--- src/rtl/btd_seq.sv ---
// Sequential approximate divider: rounds NAB LSBs off both operands, then runs a
// one-bit-per-clock restoring division. Define BTD_ROUND_Q_EN to round the quotient.
module btd_seq #(
  parameter int BWOP = 32,
  parameter int NAB  = 1
) (
  input  logic            i_clk,
  input  logic            i_rst_n,
  input  logic            i_valid,
  output logic            o_ready,
  input  logic [BWOP-1:0] i_a,
  input  logic [BWOP-1:0] i_b,
  output logic            o_valid,
  input  logic            i_ready,
  output logic [BWOP-1:0] o_q,
  output logic [BWOP-1:0] o_r,
  output logic            o_dz
);

  localparam int W  = BWOP - NAB;
  localparam int CW = $clog2(W + 1);

  localparam logic [1:0] IDLE = 2'd0;
  localparam logic [1:0] CALC = 2'd1;
  localparam logic [1:0] DONE = 2'd2;

  localparam logic [BWOP:0] ONE  = 1;
  localparam logic [BWOP:0] HALF = (ONE << NAB) >> 1;
  localparam logic [BWOP:0] SAT  = (ONE << W) - ONE;
  localparam logic [W-1:0]  QMAX = '1;

  // Round-half-up on the dropped LSBs; results that no longer fit W bits saturate.
  function automatic logic [W-1:0] reduce(input logic [BWOP-1:0] x);
    logic [BWOP:0] shr;
    shr = ({1'b0, x} + HALF) >> NAB;
    if (shr > SAT) begin
      return QMAX;
    end else begin
      return W'(shr);
    end
  endfunction

  logic [1:0]    state_reg;
  logic [W-1:0]  a_reg;
  logic [W-1:0]  b_reg;
  logic [W-1:0]  rem_reg;
  logic [CW-1:0] cnt_reg;

  logic [W-1:0]  a_red;
  logic [W-1:0]  b_red;
  logic [W:0]    rem_shift;
  logic          q_bit;
  logic [W-1:0]  rem_next;
  logic [W-1:0]  a_next;
  logic [W-1:0]  q_final;

  assign a_red   = reduce(i_a);
  assign b_red   = reduce(i_b);
  assign o_ready = (state_reg == IDLE);

  // The dividend register doubles as the quotient register: dividend bits leave at
  // the top while quotient bits enter at the bottom.
  always_comb begin
    rem_shift = {rem_reg, a_reg[W-1]};
    q_bit     = (rem_shift >= {1'b0, b_reg});
    rem_next  = q_bit ? W'(rem_shift - {1'b0, b_reg}) : rem_shift[W-1:0];
    a_next    = W'({a_reg, q_bit});
`ifdef BTD_ROUND_Q_EN
    q_final   = a_next;
    if (({rem_next, 1'b0} >= {1'b0, b_reg}) && (a_next != QMAX)) begin
      q_final = a_next + W'(1);
    end
`else
    q_final   = a_next;
`endif
  end

  always_ff @(posedge i_clk or negedge i_rst_n) begin
    if (!i_rst_n) begin
      state_reg <= IDLE;
      a_reg     <= '0;
      b_reg     <= '0;
      rem_reg   <= '0;
      cnt_reg   <= '0;
      o_valid   <= 1'b0;
      o_q       <= '0;
      o_r       <= '0;
      o_dz      <= 1'b0;
    end else begin
      case (state_reg)
        IDLE: begin
          if (i_valid) begin
            a_reg     <= a_red;
            b_reg     <= b_red;
            rem_reg   <= '0;
            cnt_reg   <= CW'(W);
            state_reg <= (b_red == '0) ? DONE : CALC;
          end
        end
        CALC: begin
          a_reg   <= a_next;
          rem_reg <= rem_next;
          cnt_reg <= cnt_reg - CW'(1);
          if (cnt_reg == CW'(1)) begin
            o_q       <= BWOP'(q_final);
            o_r       <= BWOP'(rem_next) << NAB;
            o_dz      <= 1'b0;
            o_valid   <= 1'b1;
            state_reg <= DONE;
          end
        end
        DONE: begin
          // Entering DONE with o_valid low means the divide-by-zero path: publish it now.
          if (!o_valid) begin
            o_q     <= BWOP'(QMAX);
            o_r     <= BWOP'(a_reg) << NAB;
            o_dz    <= 1'b1;
            o_valid <= 1'b1;
          end else if (i_ready) begin
            o_valid   <= 1'b0;
            state_reg <= IDLE;
          end
        end
        default: state_reg <= IDLE;
      endcase
    end
  end

endmodule

--- config.mk ---
export PLATFORM = sky130hd
export DESIGN_NAME = btd_seq
export DESIGN_NICKNAME = d
export VERILOG_FILES = /design/src/rtl/btd_seq.sv
export SDC_FILE = /design/constraint.sdc
export NUM_CORES = 1
export LEC_CHECK = 0
export BUFFER_PORTS_ARGS = -buffer_cell sky130_fd_sc_hd__buf_2
export CAP_MARGIN = 20
export CORE_AREA = 2 2 157 159
export CTS_BUF_LIST = sky130_fd_sc_hd__clkbuf_8
export DETAILED_ROUTE_END_ITERATION = 10
export DIE_AREA = 0 0 159 161
export HOLD_SLACK_MARGIN = 0.03
export PLACE_DENSITY_LB_ADDON = 0.1
export SYNTH_ARGS = -nofsm -noshare
export SYNTH_HDL_FRONTEND = slang
export SYNTH_SLANG_ARGS = --single-unit
--- constraint.sdc ---
create_clock -name i_clk -period 7.3 [get_ports i_clk]
set_clock_uncertainty 0.05 [all_clocks]
set_input_delay 1.46 -clock i_clk [delete_from_list [all_inputs] [get_ports i_clk]]
set_output_delay 1.46 -clock i_clk [all_outputs]
set_load 0.02 [all_outputs]
== Word level (Yosys, flattened, before mapping) ==
Cells that the tools add are included.

* Flip-flop bits (word level): 166
* Bits in latches: 0
* Memory bits (writable): 0
* ROM bits: 0
* Input port bits: 68
* Memories: 0

* $add $sub $neg: 4
* $mul: 0
* Divide/modulo/power cells: 0
* Magnitude comparators: 3
* Equality and inequality tests: 8
* Shifts and indexed selects: 0
* Multiplexer cells: 28
* Bitwise operators: 0
* Reductions and logical operators: 9

{| class="wikitable"
|+ Operators by type and width
! operator !! number
|-
| $mux 31 || 5
|-
| $mux 32 || 4
|-
| $pmux 32 s2 || 2
|-
| $pmux 31 s2 || 2
|-
| $add 32x1->33 const B || 2
|-
| $gt 32x31->1 const B || 2
|-
| $ge 32x31->1 || 1
|-
| $logic_not 31->1 || 1
|-
| $sub 31x31->31 || 1
|-
| $mux 2 || 5
|-
| $ne 2x2->1 const B || 5
|-
| $pmux 5 s2 || 1
|-
| $pmux 2 s3 || 1
|-
| $reduce_and 2->1 || 3
|-
| $eq 5x1->1 const B || 1
|-
| $mux 1 || 5
|-
| $mux 5 || 1
|-
| $sub 5x1->5 const B || 1
|-
| $pmux 1 s2 || 2
|-
| $reduce_and 4->1 || 1
|-
| $reduce_bool 2->1 || 2
|-
| $reduce_and 3->1 || 1
|-
| $eq 2x1->1 const B || 1
|-
| $eq 2x2->1 const B || 1
|-
| $logic_not 2->1 || 1
|}

== Longest topological paths before layout ==
* Word-level depth: 7
* Mapped depth: 14
* Mapped depth without buffers: 12

== Worst setup path before layout ==
OpenSTA, ideal clock, no wires.

* Path kind: input to register
* Start point: input port i_b[8]
* End point: register state_reg[1]
* Data arrival time: 3,665 ps
* Required time: 7,184 ps
* Setup slack: 3,519 ps
* Cell stages on the path: 9
* Path through: clkbuf_1 and3_1 nand4_1 nor4_1 mux2_2 nor2_1 o22ai_1 nor4_1 a221o_1

* Longest elaborated chain between the ends: 7

{| class="wikitable"
|+ RTL lines
! what !! RTL line !! source
|-
| start: declaration || 12 || <nowiki>input logic [BWOP-1:0] i_b,</nowiki>
|-
| $add 32x1->33 * || 35 || <nowiki>shr = ({1'b0, x} + HALF) >> NAB;</nowiki>
|-
| $gt 32x31->1 || 36 || <nowiki>if (shr > SAT) begin</nowiki>
|-
| $mux 31 * || 36 ||
|-
| $logic_not 31->1 * || 97 || <nowiki>state_reg <= (b_red == '0) ? DONE : CALC;</nowiki>
|-
| $mux 2 * || 97 ||
|-
| $mux 2 * || 92 || <nowiki>if (i_valid) begin</nowiki>
|-
| $pmux 2 s3 * || 90 || <nowiki>case (state_reg)</nowiki>
|-
| end signal: assignment || 97 ||
|-
| end: declaration || 43 || <nowiki>logic [1:0] state_reg;</nowiki>
|}

Every way passes the cells marked *; elsewhere a longest branch is shown, timed or not. The select of a mux whose other input is x is not followed.
A chain may end at the register's enable or synchronous reset.

== Final worst setup path ==
Ends and elaborated chain as after synthesis.

==> impl_metrics.toml <==
[clock_network]
tritoncts = "done"
clk_latency_ns = 0.46
cts.sinks = 164
postCtsSetupRepairBufs = 0
clockBufferDepth = 2
clk_pin_slew_ns = 0.09
cts_resized = 0
cts_root_buf = "clkbuf_8"
postCtsHoldBufs = 0
cts-buffers-inserted = 17
cts_htree_levels = 4

[layout]
drive_above_1_share_pct = 15.2
final_common_cell = "nand2_1"
final_cell_mix = "nand2_1, dfrtp_1, buf_2"
area_growth_syn_to_layout_pct = 12.1
antenna_cells = 0
final_nets = 1439

[setup_path]
critical_path.cell_chain = "buf_2 > and3_1 > nand4_1 > nor4_1 > mux2_2 > nor2_1 > o22ai_1 > nor4_1 > a221o_1"
crit_fanout = 9
crit_end = "state_reg[1]"
cpPeakStageDelay_ns = 0.63
crit_top_cell = "nor4_1"
r2r_end = "o_r[6]"
required_ns = 7.65
crit_type = "in -> reg"
crit_path_start = "i_b[8]"
worstPathArrival_ns = 4.28
crit_buf_inv = 1
slowest_stage = "nor4_1"
cp_top_family = "simple AND/OR/NAND/NOR gates"
critical_path_depth = 9
rr_worst_depth = 10
cp-end-kind = "flip-flop"
critPathLaunchType = "primary input"
reg2reg_slack_ns = 3.38
r2r_start = "rem_reg[15]"

[global_routing]
grt_max_degree = 111
grt_antenna_before_repair = 0
grt_pass1_vias = 9321
grt_pass1_wl_mm = 50.0
track_usage_pct = 24.1
grt.overflow.total = 0

[routing]
firstDrtPassIters = 5
wl_per_cell_um = 18.1
final_antenna_net_count = 0
viasPerCell = 5.72
vias = 9566
wl_mm = 30.3
drc_errors = 0
drtIter0Drc = 661

[power]
peakVddDrop_uv = 314
power.total_mw = 5.63
power.leakage_nw = 5.46
pwr_density_cell_nw_per_um2 = 476

[sta]
finalHoldViolCount = 0
rsz0062_at_grt = "no"
setup_viol = 0
fin_crit_ns = 3.93
worst_pin_slew_ns = 1.04
fin_crit_sh_pct = 53.8
setup_slack_ns = 3.37
slew-limit-headroom_pct = 30.7
finalSetupTns_ns = 0
slew_violations = 0
clock.fmax_mhz = 254

[place]
hpwlAfterDp_mm = 22.0
io_buffers = 132
post-place-ws_ns = 2.91
place_congestion = 0.881

[logic_synthesis]
seq_area_frac_synth_pct = 38.9
syn_area_per_cell_um2 = 8.49
yosys_warnings = 0
synth-seq-cells = 164
netlist_instances = 1242
synth_edf_count = 0
async_flop_share_pct = 100
synth_cell_type_count = 73
syn-cell-area_um2 = 10500
synthFlopType = "dfrtp_1"

[worst_hold_path]
hp-class = "reg -> reg"

[flow_run]
cap_viol_max_count = 0

[floorplanning]
dieWidth_um = 159
core_um2 = 24000
initial_core_util_pct = 44.0
ioPinCount = 135
die_area_um2 = 25600
rows = 57
dieHeight_um = 161

[status]
status = "complete, no violations"
[synth_stat cells (all sizes together) (4+ instances only)]
cell type  instances  area, um^2
a211oi             9        67.6
a21o              39         293
a21oi             79         407
a221oi            21         184
a22oi             19         143
a31oi              8        50.1
a32oi              5        43.8
a41oi              5        43.8
and2               8        50.1
and3              23         149
and4               7        61.3
buf               14         115
clkbuf            65         244
dfrtp            164        4100
ha                35         438
inv               48         180
mux2               5        56.3
mux2i             22         220
nand2            185         694
nand2b            13        81.3
nand3             41         205
nand4             23         144
nor2              48         180
nor3              19         100
nor4              11        68.8
o211ai            12        95.1
o21a               4        30.0
o21ai            139         696
o21bai             7        52.6
o22ai              4        25.0
o31ai             10        75.1
o41ai              4        35.0
or2                6        37.5
or3               25         161
xnor2             49         429
xor2              32         280
[per-layer routing]
metal / part of all wire, % / wire, um / GRT usage (%)
met3: 4.4 / 1330 / 3.29
met2: 47 / 14100 / 39.0
met4: 1.2 / 355 / 5.45
met5: 0 / 0 / 0
met1: 48 / 14500 / 34.4
[worst min-delay path by stage]
| stage | startpoint | end | slack [ns] | depth (start not counted) |
|---|---|---|---|---|
| finish | o_dz | o_dz | 0.43 | 2 |
| global route | o_dz | o_dz | 0.48 | 2 |
| CTS | o_dz | o_dz | 0.44 | 2 |
| detailed placement | o_dz | o_dz | 0.42 | 2 |
| global placement | o_dz | o_dz | 0.41 | 2 |
| floorplan | b_reg[12] | b_reg[12] | 0.40 | 2 |
[through the flow]
stage               std cells  hold WS (ns)  instance area [um^2]  util, %
floorplan                1243         0.400                 10500        -
global placement         1639         0.408                 11400     47.6
detailed placement       1639         0.419                 11400     47.6
CTS                      1671         0.441                 11800     49.2
global route             1672         0.480                 11800     49.3
finish                   1672         0.433                 11800     49.3
[cell families (layout without fill, tap and decap cells)]
group                      Yosys count  count (layout)  share of synthesized area (%)
muxes                               27              27                           2.62
buffers and inverters              127             232                           5.12
AOI/OAI and AO/OA                  387             387                           23.2
and+or+nand+nor                    419             419                           19.0
xor gates and xnor gates            81              81                           6.73
adders and majority gates           36              36                           4.34
other                                1               2                         0.0356
DFF                                164             164                           38.9
[worst register-to-register path, stage by stage, from the launching register on]
cell	delay, ns
dfrtp_1	0.42
ha_1	0.45
nand4_1	0.20
or4_1	0.58
or3_4	0.43
and3_4	0.23
a21oi_4	0.26
or2_1	0.25
buf_4	0.42
mux2i_1	0.36
a21oi_1	0.12
[area by class of cell]
class | count | area (um^2)
Clock buffer | 17 | 234
Clock inverter | 15 | 146
Fill cell | 2425 | 12100
Inverter | 48 | 180
Multi-Input combinational cell | 952 | 5910
Sequential cell | 164 | 4100
Tap cell | 324 | 405
Timing Repair Buffer | 152 | 837
[power breakdown]
| group | total, mW | switching [mW] | internal (mW) |
|---|---|---|---|
| clock | 0.657 | 0.377 | 0.280 |
| combinational | 3.31 | 2.00 | 1.31 |
| sequential | 1.67 | 0.318 | 1.35 |
| total | 5.63 | 2.69 | 2.94 |
(Power assumes the default switching activity.)
